===== src/rtl/lighting_pkg.sv =====
// rtl/lighting_pkg.sv - shared types, constants and helpers for the lighting scheduler
package lighting_pkg;

  typedef enum logic [1:0] {IDLE, SETTLE, RAMP} state_t;

  localparam int SLOT_MAX = 11;
  localparam int CODE_W   = 4;
  localparam int STATE_W  = 16;

  // Thermometer code: bit i set when i < n
  function automatic logic [STATE_W-1:0] thermo(input logic [CODE_W-1:0] n);
    logic [STATE_W-1:0] t;
    t = '0;
    for (int i = 0; i < STATE_W; i++) t[i] = (i < int'(n));
    return t;
  endfunction

endpackage


===== src/rtl/lighting_scheduler_ramp_channel.sv =====
// rtl/lighting_scheduler_ramp_channel.sv - one ramped output channel stepping one unit toward its target
module ramp_channel
  import lighting_pkg::*;
(
  input  logic              clk,
  input  logic              rst_n,
  input  logic              load,
  input  logic              step,
  input  logic [CODE_W-1:0] target_in,
  output logic [CODE_W-1:0] value,
  output logic              at_target,
  output logic              load_match
);

  logic [CODE_W-1:0] tgt;

  always_ff @(posedge clk or negedge rst_n) begin
    if (!rst_n) begin
      value <= '0;
      tgt   <= '0;
    end else begin
      if (load) tgt <= target_in;
      if (step && (value != tgt)) begin
        if (value < tgt) value <= value + 4'd1;
        else             value <= value - 4'd1;
      end
    end
  end

  assign at_target  = (value == tgt);
  // Compared against the live datapath target so SETTLE can decide before tgt is loaded
  assign load_match = (value == target_in);

endmodule


===== src/rtl/lighting_scheduler.sv =====
// rtl/lighting_scheduler.sv - slot timer, request register and ramp sequencing for the lighting datapath
module lighting_scheduler
  import lighting_pkg::*;
#(
  parameter int TICKS_PER_SLOT = 120,
  parameter int RAMP_DIV       = 16
) (
  input  logic               clk,
  input  logic               rst_n,
  input  logic               tick,
  input  logic               req_valid,
  output logic               req_ready,
  input  logic [CODE_W-1:0]  req_ulight,
  input  logic [CODE_W-1:0]  tgt_lightnum,
  input  logic [CODE_W-1:0]  tgt_wshade,
  output logic [CODE_W-1:0]  tcode,
  output logic [CODE_W-1:0]  ulight,
  output logic [CODE_W-1:0]  lightnum,
  output logic [CODE_W-1:0]  wshade,
  output logic [STATE_W-1:0] lightstate,
  output logic               busy,
  output logic               done
);

  localparam logic [11:0] TICK_LAST = 12'(TICKS_PER_SLOT - 1);
  localparam logic [7:0]  DIV_LAST  = 8'(RAMP_DIV - 1);
  localparam logic [CODE_W-1:0] SLOT_LAST = CODE_W'(SLOT_MAX);

  state_t      state;
  logic        refresh;
  logic [11:0] tick_cnt;
  logic [7:0]  div_cnt;

  logic accept, slot_wrap, pending, both_at, step_en, load_en;
  logic lamp_at, shade_at, lamp_match, shade_match;

  assign req_ready = (state != SETTLE);
  assign accept    = req_valid && req_ready;
  assign slot_wrap = tick && (tick_cnt == TICK_LAST);
  // A request or slot change arriving this cycle counts as already pending
  assign pending   = refresh || accept || slot_wrap;
  assign both_at   = lamp_at && shade_at;
  assign load_en   = (state == SETTLE);
  assign step_en   = (state == RAMP) && !pending && !both_at && (div_cnt == DIV_LAST);

  always_ff @(posedge clk or negedge rst_n) begin
    if (!rst_n) begin
      tick_cnt <= '0;
      tcode    <= '0;
    end else if (tick) begin
      if (slot_wrap) begin
        tick_cnt <= '0;
        tcode    <= (tcode == SLOT_LAST) ? '0 : tcode + 4'd1;
      end else begin
        tick_cnt <= tick_cnt + 12'd1;
      end
    end
  end

  always_ff @(posedge clk or negedge rst_n) begin
    if (!rst_n)      ulight <= '0;
    else if (accept) ulight <= req_ulight;
  end

  always_ff @(posedge clk or negedge rst_n) begin
    if (!rst_n) begin
      state   <= IDLE;
      refresh <= 1'b1;
      div_cnt <= '0;
      busy    <= 1'b0;
      done    <= 1'b0;
    end else begin
      done <= 1'b0;
      if (accept || slot_wrap)  refresh <= 1'b1;
      else if (state == SETTLE) refresh <= 1'b0;
      case (state)
        IDLE: begin
          if (pending) begin
            state <= SETTLE;
            busy  <= 1'b1;
          end
        end
        SETTLE: begin
          div_cnt <= '0;
          if (lamp_match && shade_match) begin
            state <= IDLE;
            busy  <= 1'b0;
            done  <= 1'b1;
          end else begin
            state <= RAMP;
          end
        end
        RAMP: begin
          if (pending) begin
            state   <= SETTLE;
            div_cnt <= '0;
          end else if (both_at) begin
            state <= IDLE;
            busy  <= 1'b0;
            done  <= 1'b1;
          end else if (div_cnt == DIV_LAST) begin
            div_cnt <= '0;
          end else begin
            div_cnt <= div_cnt + 8'd1;
          end
        end
        default: begin
          state <= IDLE;
          busy  <= 1'b0;
        end
      endcase
    end
  end

  ramp_channel u_lamp (
    .clk        (clk),
    .rst_n      (rst_n),
    .load       (load_en),
    .step       (step_en),
    .target_in  (tgt_lightnum),
    .value      (lightnum),
    .at_target  (lamp_at),
    .load_match (lamp_match)
  );

  ramp_channel u_shade (
    .clk        (clk),
    .rst_n      (rst_n),
    .load       (load_en),
    .step       (step_en),
    .target_in  (tgt_wshade),
    .value      (wshade),
    .at_target  (shade_at),
    .load_match (shade_match)
  );

  assign lightstate = thermo(lightnum);

endmodule


===== config.mk =====
export PLATFORM = sky130hd
export DESIGN_NAME = lighting_scheduler
export DESIGN_NICKNAME = d
export VERILOG_FILES = /design/src/rtl/lighting_pkg.sv /design/src/rtl/lighting_scheduler_ramp_channel.sv /design/src/rtl/lighting_scheduler.sv
export SDC_FILE = /design/constraint.sdc
export NUM_CORES = 1
export LEC_CHECK = 0
export ABC_AREA = 0
export CAP_MARGIN = 20
export CORE_ASPECT_RATIO = 1.4
export CORE_MARGIN = 4
export CORE_UTILIZATION = 53
export CTS_CLUSTER_DIAMETER = 50
export CTS_CLUSTER_SIZE = 28
export DETAILED_ROUTE_END_ITERATION = 7
export GPL_TIMING_DRIVEN = 0
export PLACE_DENSITY = 0.82
export REMOVE_ABC_BUFFERS = 1
export SETUP_SLACK_MARGIN = 0.02
export SYNTH_ARGS = -nofsm -noshare
export SYNTH_HDL_FRONTEND = slang
export SYNTH_SLANG_ARGS = --single-unit

===== constraint.sdc =====
create_clock -name clk -period 4.6 [get_ports clk]
set_clock_uncertainty 0.1 [all_clocks]
set_input_delay 1.38 -clock clk [delete_from_list [all_inputs] [get_ports clk]]
set_output_delay 1.38 -clock clk [all_outputs]
set_load 0.1 [all_outputs]

# Word-level counts from Yosys, hierarchy flattened

Index checks and enable logic that the tools add are counted.

$add $sub $neg: 7
Reductions and logical operators: 21
Mux-type cells: 24
Equality and inequality tests: 18
$lt $le $gt $ge: 17

Operators with widths:

| kind                    | number |
|---|---|
| $lt A4 B4 Y1 const A    | 7 |
| $mux W8                 | 3 |
| $eq A4 B4 Y1            | 4 |
| $lt A3 B4 Y1 const A    | 4 |
| $pmux W8 S2             | 1 |
| $add A12 B1 Y12 const B | 1 |
| $add A4 B1 Y4 const B   | 3 |
| $eq A12 B7 Y1 const B   | 1 |
| $mux W12                | 1 |
| $mux W4                 | 3 |
| $logic_and A1 B1 Y1     | 9 |
| $mux W1                 | 9 |
| $add A8 B1 Y8 const B   | 1 |
| $eq A8 B4 Y1 const B    | 1 |
| $lt A1 B4 Y1 const A    | 2 |
| $lt A2 B4 Y1 const A    | 2 |
| $lt A4 B4 Y1            | 2 |
| $mux W2                 | 4 |
| $ne A4 B4 Y1            | 2 |
| $sub A4 B1 Y4 const B   | 2 |
| $ne A2 B2 Y1 const B    | 3 |
| $ne A3 B3 Y1 const B    | 2 |
| $pmux W2 S3             | 1 |
| $reduce_and A2 Y1       | 3 |
| 11 further kinds        | 16 |

Register bits: 49
Logic and storage cells: 99
Output and inout port bits: 35

# Longest topological paths before layout

Gate-level depths: netlist of the first run.

Depth after elaboration: 9
Gate-level depth with buffers: 11

# By module

A second synthesis of the first run with hierarchy kept.

Cell total of the unflattened synthesis: 306
Area total of the unflattened synthesis: 2956.6 um2

Modules (own cells, without submodules):

| module             | area an instance (um2) | instances | cells each |
|---|---|---|---|
| lighting_scheduler | 1920.6                 | 1         | 204 |
| ramp_channel       | 518.0                  | 2         | 51 |

# Worst setup path before layout of the first run

No wires, ideal clock.

Path kind: reg2out
Start: register u_lamp.value[1]
End: output port lightstate[8]
Data required time: 3.120 ns
Arrival: 3.741 ns
Cell stages (with the launch flop): 4
Path slack: -0.621 ns
Path through: dfrtp_1 inv_1 ha_1 a21boi_0

Word-level cells in the longest chain between the ends: 1

RTL lines:

| what                     | line                                  | text |
|---|---|---|
| start: declaration       | lighting_scheduler_ramp_channel.sv:10 | `output logic [CODE_W-1:0] value,` |
| start signal: assignment | lighting_scheduler_ramp_channel.sv:24 | `if (value < tgt) value <= value + 4'd1;` |
| start signal: assignment | lighting_scheduler_ramp_channel.sv:25 | `else value <= value - 4'd1;` |
| $lt A4 B4 Y1             | lighting_pkg.sv:14                    | `for (int i = 0; i < STATE_W; i++) t[i] = (i < int'(n));` |
| end: declaration         | lighting_scheduler.sv:20              | `output logic [STATE_W-1:0] lightstate,` |

Every way passes these cells.

# Worst setup path after layout of the first run

Same ends and word-level chain as after synthesis.

==> impl_metrics.sql, run 1 <==
INSERT INTO impl_metrics (metric_group, metric, value, unit) VALUES
('outcome', 'status', 'complete, no violations', ''),
('power_and_ir_drop', 'vdd_ir_drop_max', '0.000207', 'V'),
('sta', 'max-slew-margin-rel', '34.0', '%'),
('placed_design', 'dpl_cell_area', '3430', 'sq um'),
('power_and_ir_drop', 'power.density_cell_area', '437', 'nW/um^2'),
('synthesis', 'post-synth-top-area-fraction', '41.6', '%'),
('clocking', 'cts-root-buf', 'sky130_fd_sc_hd__clkbuf_8', ''),
('sta', 'hold-worst-slack', '0.412', 'ns'),
('sta', 'final_max_slew_viol_count', '0', ''),
('clocking', 'cts.sink_count', '49', ''),
('synthesis', 'mappedNetlistArea', '2890', 'sq um'),
('detailed_routing', 'route.detailed.wl_per_inst', '14.4', 'microns'),
('clocking', 'cts_setup_buffers', '0', ''),
('global_routing', 'grtUsageTotal', '18.7', '%'),
('detailed_routing', 'postRouteWirelength', '5.94', 'mm'),
('power_and_ir_drop', 'netSwitchingFraction', '43.6', '%'),
('critical_path', 'critPathLaunchType', 'register', ''),
('finish', 'final.fill_count', '412', ''),
('power_and_ir_drop', 'power_report.internal_total', '866', 'uW'),
('power_and_ir_drop', 'clock_power_share', '16.8', '%'),
('global_routing', 'antenna_found_initial', '0', ''),
('synthesis', 'ys_top_cells_by_count', 'sky130_fd_sc_hd__dfrtp_1, sky130_fd_sc_hd__nand2_1, sky130_fd_sc_hd__inv_1', ''),
('clocking', 'cts_buffer_depth', '2', ''),
('floorplan', 'io_pins', '51', ''),
('sta', 'rsz0062_at_grt', 'false', ''),
('clocking', 'post_cts_resized', '0', ''),
('critical_path', 'timing.critical_path.arrival', '2.61', 'ns'),
('synthesis', 'yosysTopAreaCell', 'sky130_fd_sc_hd__dfrtp_1', ''),
('synthesis', 'synth_cells', '299', ''),
('floorplan', 'die_height', '95.3', 'microns'),
('sta', 'fmax', '0.244', 'GHz'),
('sta', 'final_hold_viol_count', '0', ''),
('global_routing', 'grt_max_degree', '32', ''),
('detailed_routing', 'dr_total_vias', '2295', ''),
('placed_design', 'port_buffers', '49', ''),
('sta', 'fin_crit_sh', '89.0', '%'),
('floorplan', 'placeableCoreArea', '5240', 'sq um'),
('critical_path', 'timing.critical_path.cells', 'inv_1, ha_1, a21boi_0, clkdlybuf4s50_1', ''),
('floorplan', 'chipWidth', '70.4', 'microns'),
('synthesis', 'synth_top_cells_by_area', 'sky130_fd_sc_hd__dfrtp_1, sky130_fd_sc_hd__ha_1, sky130_fd_sc_hd__xnor2_1, sky130_fd_sc_hd__nand2_1, sky130_fd_sc_hd__mux2_2', ''),
('critical_path', 'timing.critical_path.required', '3.12', 'ns'),
('finish', 'finalNetCount', '382', ''),
('hold_path', 'hold_path.class', 'register to register', ''),
('detailed_routing', 'drtIter0Drc', '70', ''),
('power_and_ir_drop', 'total_switching_power', '670', 'uW'),
('clocking', 'cts_made_buffers', '5', ''),
('critical_path', 'crit_path_max_fanout', '8', ''),
('synthesis', 'yosys_warns', '0', ''),
('finish', 'drive_above_1_share', '7.80', '%'),
('critical_path', 'worstSetupPathType', 'register to output port', ''),
('critical_path', 'cpPeakStageDelay', '1.16', 'ns'),
('global_routing', 'grt_first_pass_wirelength', '9.88', 'mm'),
('power_and_ir_drop', 'power_frac_comb', '44.5', '%'),
('sta', 'worst_slew_pin_slew', '0.987', 'ns'),
('detailed_routing', 'count_of_unresolved_drc_violations_after_routing', '0', ''),
('detailed_routing', 'drt-vias-per-instance', '5.57', ''),
('finish', 'area_growth', '21.6', '%'),
('clocking', 'htreeDepth', '2', ''),
('finish', 'post-route-cell-area', '3510', 'sq um'),
('floorplan', 'initial_utilization', '55.1', '%'),
('synthesis', 'synth-seq-cells', '49', ''),
('critical_path', 'cp_num_buf_inv', '2', ''),
('clocking', 'number_of_hold_buffers_added_after_cts', '0', ''),
('clocking', 'clock_insertion_delay_worst_skew', '0.32', 'ns'),
('synthesis', 'yosys.cell_types.count', '50', ''),
('clocking', 'clk_pin_slew', '0.09', 'ns'),
('detailed_routing', 'dr.pass1.iters', '4', ''),
('sta', 'fin_crit', '4.09', 'ns'),
('power_and_ir_drop', 'total_leakage_power', '0.00163', 'uW'),
('critical_path', 'crit_slowest_cell', 'sky130_fd_sc_hd__clkdlybuf4s50_1', ''),
('power_and_ir_drop', 'seq_power_share', '38.7', '%');
cell families (layout without fill, tap and decap cells):
group	after synthesis	in the layout	share of synthesized area, %
adder cells (fa/ha/maj)	21	21	9.36
XOR/XNOR	25	25	7.58
other	1	1	0.130
AO/OA/AOI/OAI	56	56	12.8
multiplexers	11	11	4.20
buffers and inverters	34	81	4.72
AND/OR/NAND/NOR	102	102	18.7
flip-flops	49	49	42.5
cells in the final DEF (no fill, tap or decap), types with 4 or more instances in the layout:
master                            instances
sky130_fd_sc_hd__clkbuf_8                 5
sky130_fd_sc_hd__a21o_1                   6
sky130_fd_sc_hd__inv_1                   23
sky130_fd_sc_hd__nand3_1                 12
sky130_fd_sc_hd__clkdlybuf4s50_1         48
sky130_fd_sc_hd__or3_1                    4
sky130_fd_sc_hd__ha_1                    20
sky130_fd_sc_hd__and3_1                   6
sky130_fd_sc_hd__nand2_1                 33
sky130_fd_sc_hd__nor2b_1                  4
sky130_fd_sc_hd__xnor2_1                 19
sky130_fd_sc_hd__nand4_1                  8
sky130_fd_sc_hd__dfrtp_1                 48
sky130_fd_sc_hd__a21oi_1                 12
sky130_fd_sc_hd__mux2_2                   9
sky130_fd_sc_hd__o21ai_0                 13
sky130_fd_sc_hd__xor2_1                   6
sky130_fd_sc_hd__nor2_1                  18
flip-flops by register name, indices dropped and copies added, names as in the netlist:
name,count
busy,1
div_cnt,8
done,1
refresh,1
state,2
tcode,4
tick_cnt,12
u_lamp.tgt,4
u_lamp.value,4
u_shade.tgt,4
u_shade.value,4
ulight,4
metal layers:
metal	vias to the layer above	track usage [%]	wire, microns	share of wire, %
met1	1095	20.4	2410	41
met4	0	7.67	167	2.8
li1	1135	-	-	-
met3	11	3.27	211	3.6
met5	-	0	0	0
met2	54	35.5	3140	53
worst reg2reg max path, delay by kind of cell, from the launching register on:
family          cells  cell delay [ns]
simple gates        4             1.30
flops               1             0.41
buf+inv             1             0.10
fa+ha+maj           1             0.61
compound gates      1             0.16
power groups by stage:
| stage | clock network (uW) | logic [uW] | registers [uW] |
|---|---|---|---|
| floorplan | 0 | 364 | 743 |
| global placement | 0 | 660 | 597 |
| detailed placement | 0 | 679 | 600 |
| CTS | 263 | 688 | 593 |
| global route | 283 | 747 | 606 |
| finish | 259 | 683 | 594 |
through the flow:
step	setup TNS, ns	utilization (%)	setup slack, ns	instances
2_1_floorplan	-1.72	-	-0.883	288
3_3_place_gp	0	65.1	0.672	403
3_5_place_dp	0	65.4	0.813	404
4_1_cts	0	67.1	0.509	412
5_1_grt	0	67.1	0.407	412
6_report	0	67.1	0.508	412
cell type report:
type                    instances  area, sq um  share of cell area, %
clock inverters                 2         13.8                  0.392
repair buffers                 50          505                   14.4
clock buffers                   6         72.6                   2.07
flip-flops and latches         49         1230                   34.9
well taps                      66         82.6                   2.35
inverters                      23         86.3                   2.46
multi-input cells             216         1520                   43.4
path summary, 6_finish.rpt:
path                                                  start                  endpoint  slack, ns  cells past startpoint
worst max-delay path            u_lamp.value[1]$_DFFE_PN0P_             lightstate[8]       0.51                      4
worst min-delay path               tick_cnt[11]$_DFFE_PN0P_  tick_cnt[11]$_DFFE_PN0P_       0.41                      1
worst max register to register         state[1]$_DFFE_PN0P_    div_cnt[3]$_DFFE_PN0P_       1.83                      7
worst min register to register     tick_cnt[11]$_DFFE_PN0P_  tick_cnt[11]$_DFFE_PN0P_       0.41                      1
max in group asynchronous                             rst_n       refresh$_DFFE_PN1P_       2.92                      2
min in group asynchronous                             rst_n      tcode[2]$_DFFE_PN0P_       0.91                      1
Note: power is estimated with default switching activity, not from simulation.
==> run 2: changes to the inputs <==
--- a/config.mk
+++ b/config.mk
@@ -7,9 +7,11 @@
 export LEC_CHECK = 0
 export ABC_AREA = 0
 export CAP_MARGIN = 20
+export CELL_PAD_IN_SITES_DETAIL_PLACEMENT = 0
+export CELL_PAD_IN_SITES_GLOBAL_PLACEMENT = 2
 export CORE_ASPECT_RATIO = 1.4
 export CORE_MARGIN = 4
-export CORE_UTILIZATION = 53
+export CORE_UTILIZATION = 33
 export CTS_CLUSTER_DIAMETER = 50
 export CTS_CLUSTER_SIZE = 28
 export DETAILED_ROUTE_END_ITERATION = 7
==> constraint.sdc (replaced) <==
create_clock -name clk -period 4.25 [get_ports clk]
set_clock_uncertainty 0.1 [all_clocks]
set_input_delay 1.275 -clock clk [delete_from_list [all_inputs] [get_ports clk]]
set_output_delay 1.275 -clock clk [all_outputs]
set_load 0.1 [all_outputs]
==> impl_metrics.sql, run 2 (synthesis results as in run 1) <==
INSERT INTO impl_metrics (metric_group, metric, value, unit) VALUES
('clocking', 'tritoncts_clock_tree', 'built', ''),
('sta', 'fmax', '0.254', 'GHz'),
('detailed_routing', 'routed_antenna_nets', '0', ''),
('global_routing', 'met3_usage', '2.51', '%'),
('global_routing', 'grt_max_degree', '31', ''),
('sta', 'worst_slew_pin_slew', '0.985', 'ns'),
('placed_design', 'dp_hpwl', '4.60', 'mm'),
('global_routing', 'grt.met2_usage', '21.7', '%'),
('floorplan', 'io_pins', '51', ''),
('critical_path', 'crit_path_max_fanout', '8', ''),
('critical_path', 'timing.critical_path.required', '2.87', 'ns'),
('global_routing', 'grt.met1_usage', '16.0', '%'),
('global_routing', 'globalRouteOverflowTotal', '0', ''),
('sta', 'max-slew-margin-rel', '34.2', '%'),
('critical_path', 'worstSetupPathType', 'register to output port', ''),
('finish', 'reg_with_most_ffs', 'tick_cnt', ''),
('hold_path', 'hold_path.class', 'register to register', ''),
('critical_path', 'regToRegSetupSlack', '1.45', 'ns'),
('sta', 'final_hold_viol_count', '0', ''),
('global_routing', 'grtUsageTotal', '12.6', '%'),
('global_routing', 'top_usage_layer', 'met2', ''),
('critical_path', 'critPathLaunchType', 'register', ''),
('detailed_routing', 'dr.pass1.iters', '4', ''),
('critical_path', 'crit_top_cell', 'sky130_fd_sc_hd__inv_1', ''),
('finish', 'mostFrequentLayoutCells', 'sky130_fd_sc_hd__dfrtp_1, sky130_fd_sc_hd__clkdlybuf4s50_1, sky130_fd_sc_hd__nand2_1, sky130_fd_sc_hd__inv_1, sky130_fd_sc_hd__ha_1', ''),
('power_and_ir_drop', 'total_leakage_power', '0.00165', 'uW'),
('finish', 'area_growth', '25.5', '%'),
('placed_design', 'port_buffers', '49', ''),
('detailed_routing', 'count_of_unresolved_drc_violations_after_routing', '0', ''),
('clocking', 'htreeDepth', '2', ''),
('global_routing', 'antenna_found_initial', '0', ''),
('global_routing', 'first_global_vias', '2262', ''),
('detailed_routing', 'dr_total_vias', '2244', ''),
('finish', 'largest_reg_flops', '12', ''),
('critical_path', 'cpPeakStageDelay', '1.12', 'ns'),
('critical_path', 'timing.critical_path.cells', 'inv_1, ha_1, inv_1, a21o_1, clkdlybuf4s50_1', ''),
('detailed_routing', 'postRouteWirelength', '6.06', 'mm'),
('floorplan', 'dieArea', '10300', 'sq um'),
('clocking', 'post_cts_resized', '0', ''),
('detailed_routing', 'drtIter0Drc', '109', ''),
('floorplan', 'die_height', '119', 'microns'),
('clocking', 'cts_made_buffers', '5', ''),
('detailed_routing', 'drt-vias-per-instance', '4.98', ''),
('clocking', 'cts_buffer_depth', '2', ''),
('clocking', 'cts-root-buf', 'sky130_fd_sc_hd__clkbuf_16', ''),
('sta', 'fin_crit', '3.94', 'ns'),
('placed_design', 'gp_congestion', '0.756', ''),
('detailed_routing', 'route.detailed.wl_per_inst', '13.4', 'microns'),
('placed_design', 'placement.setup.worst_slack', '0.503', 'ns'),
('clocking', 'clk_pin_slew', '0.06', 'ns'),
('clocking', 'cts.sink_count', '49', ''),
('finish', 'antennaDiodeCount', '0', ''),
('clocking', 'clock_insertion_delay_worst_skew', '0.29', 'ns'),
('finish', 'finalNetCount', '382', ''),
('sta', 'fin_ws', '0.315', 'ns'),
('floorplan', 'initial_utilization', '33.7', '%'),
('sta', 'fin_crit_sh', '92.6', '%'),
('sta', 'final_max_slew_viol_count', '0', ''),
('power_and_ir_drop', 'total_power', '1770', 'uW'),
('sta', 'rsz0062_at_grt', 'false', ''),
('global_routing', 'grt_first_pass_wirelength', '10.6', 'mm'),
('outcome', 'status', 'complete, no violations', ''),
('critical_path', 'worstSetupEndpointType', 'output port', ''),
('floorplan', 'chipWidth', '87.1', 'microns'),
('clocking', 'cts_setup_buffers', '0', ''),
('flow_run', 'timing.max_cap.violations', '0', ''),
('floorplan', 'placeableCoreArea', '8560', 'sq um'),
('critical_path', 'timing.critical_path.arrival', '2.56', 'ns'),
('finish', 'drive_above_1_share', '8.09', '%'),
('clocking', 'number_of_hold_buffers_added_after_cts', '0', ''),
('power_and_ir_drop', 'power.density_cell_area', '487', 'nW/um^2'),
('power_and_ir_drop', 'vdd_ir_drop_max', '0.000456', 'V'),
('sta', 'setup_viol', '0', ''),
('finish', 'reg_top3', 'tick_cnt x12, div_cnt x8', ''),
('critical_path', 'crit_slowest_cell', 'sky130_fd_sc_hd__clkdlybuf4s50_1', ''),
('floorplan', 'core.rowCount', '40', '');
-- run 2: report_power, final --
group	switching, uW	internal [uW]	total [uW]
Clock	177	216	393
Combinational	483	246	729
Sequential	70.9	573	644
-- run 2: metrics by stage --
step	TNS (ns)	hold WS (ns)	util [%]	instances	instance area, sq um
2_1_floorplan	-2.70	0.347	-	288	2840
3_3_place_gp	0	0.363	40.4	442	3460
3_5_place_dp	0	0.375	40.7	443	3480
4_1_cts	0	0.388	42.4	451	3620
5_1_grt	0	0.405	42.4	451	3620
6_report	0	0.379	42.4	451	3620
-- run 2: worst max-delay path: cells and delay by family (launching register included) --
| kind | cells | cell delay (ns) |
|---|---|---|
| AOI/OAI and AO/OA | 1 | 0.11 |
| adders and majority gates | 1 | 0.26 |
| buffers and inverters | 3 | 1.38 |
| DFF | 1 | 0.52 |
-- run 2: metal layers --
| layer | share of wire, % | wire length, microns |
|---|---|---|
| met5 | 0 | 0 |
| met4 | 1.0 | 62 |
| met2 | 50 | 3040 |
| met1 | 44 | 2680 |
| met3 | 4.6 | 281 |
-- run 2: cell type report --
cell class / count / area [sq um]
Fill cell: 841 / 4930
Multi-Input combinational cell: 216 / 1520
Sequential cell: 49 / 1230
Timing Repair Buffer: 50 / 513
Tap cell: 105 / 131
Clock buffer: 5 / 125
Inverter: 23 / 86.3
Clock inverter: 3 / 17.5
-- run 2: final timing paths --
kind,from,end,depth (start not counted)
setup / recovery,u_lamp.value[1]$_DFFE_PN0P_,lightstate[4],5
hold / removal,tick_cnt[11]$_DFFE_PN0P_,tick_cnt[11]$_DFFE_PN0P_,1
setup reg to reg,state[1]$_DFFE_PN0P_,div_cnt[3]$_DFFE_PN0P_,7
hold reg to reg,tick_cnt[11]$_DFFE_PN0P_,tick_cnt[11]$_DFFE_PN0P_,1
max in group asynchronous,rst_n,refresh$_DFFE_PN1P_,2
min in group asynchronous,rst_n,tick_cnt[5]$_DFFE_PN0P_,1
==> run 3: changes to the inputs <==
--- a/config.mk
+++ b/config.mk
@@ -10,7 +10,7 @@
 export CELL_PAD_IN_SITES_DETAIL_PLACEMENT = 0
 export CELL_PAD_IN_SITES_GLOBAL_PLACEMENT = 2
 export CORE_ASPECT_RATIO = 1.4
-export CORE_MARGIN = 4
+export CORE_MARGIN = 8
 export CORE_UTILIZATION = 33
 export CTS_CLUSTER_DIAMETER = 50
 export CTS_CLUSTER_SIZE = 28
==> impl_metrics.sql, run 3 (synthesis results as in run 1) <==
INSERT INTO impl_metrics (metric_group, metric, value, unit) VALUES
('outcome', 'status', 'complete, no violations', ''),
('detailed_routing', 'count_of_unresolved_drc_violations_after_routing', '0', ''),
('sta', 'final_max_slew_viol_count', '0', ''),
('global_routing', 'first_global_vias', '2202', ''),
('global_routing', 'antenna_found_initial', '0', ''),
('floorplan', 'die_height', '127', 'microns'),
('clocking', 'tritoncts_clock_tree', 'built', ''),
('sta', 'fin_crit', '3.94', 'ns'),
('clocking', 'cts_buffer_depth', '2', ''),
('finish', 'reg_top3', 'tick_cnt x12, div_cnt x8', ''),
('clocking', 'htreeDepth', '2', ''),
('sta', 'final_hold_viol_count', '0', ''),
('placed_design', 'gp_congestion', '0.767', ''),
('clocking', 'cts_setup_buffers', '0', ''),
('finish', 'area_growth', '25.4', '%'),
('critical_path', 'timing.critical_path.arrival', '2.57', 'ns'),
('clocking', 'clk_pin_slew', '0.06', 'ns'),
('critical_path', 'timing.critical_path.required', '2.87', 'ns'),
('clocking', 'cts.sink_count', '49', ''),
('sta', 'setup_viol', '0', ''),
('floorplan', 'dieArea', '12000', 'sq um'),
('detailed_routing', 'dr.pass1.iters', '4', ''),
('finish', 'final.fill_count', '867', ''),
('placed_design', 'dp_hpwl', '4.73', 'mm'),
('floorplan', 'initial_utilization', '33.7', '%'),
('global_routing', 'top_usage_layer', 'met2', ''),
('sta', 'setup_tns', '0', 'ns'),
('detailed_routing', 'routed_antenna_nets', '0', ''),
('global_routing', 'grt.met2_usage', '18.5', '%'),
('global_routing', 'grt_first_pass_wirelength', '10.8', 'mm'),
('hold_path', 'hold_path.class', 'register to register', ''),
('finish', 'mostFrequentLayoutCells', 'sky130_fd_sc_hd__dfrtp_1, sky130_fd_sc_hd__clkdlybuf4s50_1, sky130_fd_sc_hd__nand2_1, sky130_fd_sc_hd__inv_1, sky130_fd_sc_hd__ha_1', ''),
('detailed_routing', 'postRouteWirelength', '6.26', 'mm'),
('finish', 'largest_reg_flops', '12', ''),
('floorplan', 'placeableCoreArea', '8560', 'sq um'),
('critical_path', 'worstSetupEndpointType', 'output port', ''),
('placed_design', 'placement.setup.worst_slack', '0.491', 'ns'),
('detailed_routing', 'drt-vias-per-instance', '5.00', ''),
('placed_design', 'port_buffers', '49', ''),
('floorplan', 'core.rowCount', '40', ''),
('finish', 'finalNetCount', '382', ''),
('global_routing', 'globalRouteOverflowTotal', '0', ''),
('detailed_routing', 'dr_total_vias', '2254', ''),
('power_and_ir_drop', 'total_power', '1770', 'uW'),
('power_and_ir_drop', 'vdd_ir_drop_max', '0.000412', 'V'),
('floorplan', 'io_pins', '51', ''),
('sta', 'rsz0062_at_grt', 'false', ''),
('sta', 'worst_slew_pin_slew', '0.985', 'ns'),
('clocking', 'cts-root-buf', 'sky130_fd_sc_hd__clkbuf_16', ''),
('clocking', 'clock_insertion_delay_worst_skew', '0.29', 'ns'),
('sta', 'max-slew-margin-rel', '34.1', '%'),
('finish', 'postLayoutCoreUtil', '42.3', '%'),
('sta', 'fmax', '0.254', 'GHz'),
('critical_path', 'worstSetupPathType', 'register to output port', ''),
('sta', 'fin_ws', '0.310', 'ns'),
('global_routing', 'met3_usage', '2.54', '%'),
('finish', 'drive_above_1_share', '7.51', '%'),
('global_routing', 'grtUsageTotal', '10.9', '%'),
('clocking', 'number_of_hold_buffers_added_after_cts', '0', ''),
('finish', 'antennaDiodeCount', '0', ''),
('clocking', 'cts_made_buffers', '5', ''),
('critical_path', 'crit_path_max_fanout', '8', ''),
('sta', 'fin_crit_sh', '92.7', '%'),
('global_routing', 'grt.met1_usage', '13.5', '%'),
('power_and_ir_drop', 'power.density_cell_area', '488', 'nW/um^2'),
('sta', 'hold-worst-slack', '0.375', 'ns'),
('flow_run', 'timing.max_cap.violations', '0', ''),
('critical_path', 'critPathLaunchType', 'register', ''),
('finish', 'reg_with_most_ffs', 'tick_cnt', ''),
('power_and_ir_drop', 'total_leakage_power', '0.00165', 'uW'),
('detailed_routing', 'route.detailed.wl_per_inst', '13.9', 'microns'),
('detailed_routing', 'drtIter0Drc', '59', ''),
('clocking', 'post_cts_resized', '0', ''),
('floorplan', 'chipWidth', '95.1', 'microns'),
('global_routing', 'grt_max_degree', '31', '');
run 3: cell count changes in the layout (fill, tap and decap cells not counted), sizes merged:
cell and change:
clkbuf +2, clkinv -2
run 3: metal layers:
metal	wire, microns	vias to the layer above	part of all wire [%]
li1	-	1132	-
met1	2780	1077	44
met2	3080	40	49
met3	350	5	5.6
met4	48	0	0.77
met5	0	-	0
run 3: final cells by class:
cell class | count | area, sq um | share of cell area, %
Inverter | 23 | 86.3 | 2.38
Sequential cell | 49 | 1230 | 33.9
Clock inverter | 1 | 7.51 | 0.207
Timing Repair Buffer | 50 | 513 | 14.2
Tap cell | 105 | 131 | 3.63
Clock buffer | 7 | 133 | 3.66
Multi-Input combinational cell | 216 | 1520 | 42.1
run 3: path summary, 6_finish.rpt:
path | end | slack, ns | depth (start not counted) | startpoint
max | lightstate[1] | 0.31 | 4 | u_lamp.value[1]$_DFFE_PN0P_
min | tick_cnt[11]$_DFFE_PN0P_ | 0.37 | 1 | tick_cnt[11]$_DFFE_PN0P_
max reg2reg | div_cnt[3]$_DFFE_PN0P_ | 1.45 | 7 | state[1]$_DFFE_PN0P_
min reg2reg | tick_cnt[11]$_DFFE_PN0P_ | 0.37 | 1 | tick_cnt[11]$_DFFE_PN0P_
max in group asynchronous | done$_DFF_PN0_ | 2.55 | 2 | rst_n
min in group asynchronous | tcode[1]$_DFFE_PN0P_ | 0.94 | 1 | rst_n
run 3: through the flow:
| stage | std cells | instance area (sq um) |
|---|---|---|
| finish | 451 | 3620 |
| global route | 451 | 3620 |
| CTS | 451 | 3620 |
| detailed placement | 443 | 3480 |
| global placement | 442 | 3460 |
| floorplan | 288 | 2840 |
run 3: power by group:
group          switching, uW  internal, uW  leakage, uW
registers               71.8           573     0.000637
logic                    485           246     0.000947
clock network            171           219    0.0000641
total                    728          1040      0.00165
run 3: worst max-delay path, cell delays in order (launching register included):
cell and delay (ns):
sky130_fd_sc_hd__dfrtp_1 0.52, sky130_fd_sc_hd__inv_1 0.16, sky130_fd_sc_hd__ha_1 0.26, sky130_fd_sc_hd__o21ai_0 0.18
sky130_fd_sc_hd__clkdlybuf4s50_1 1.16
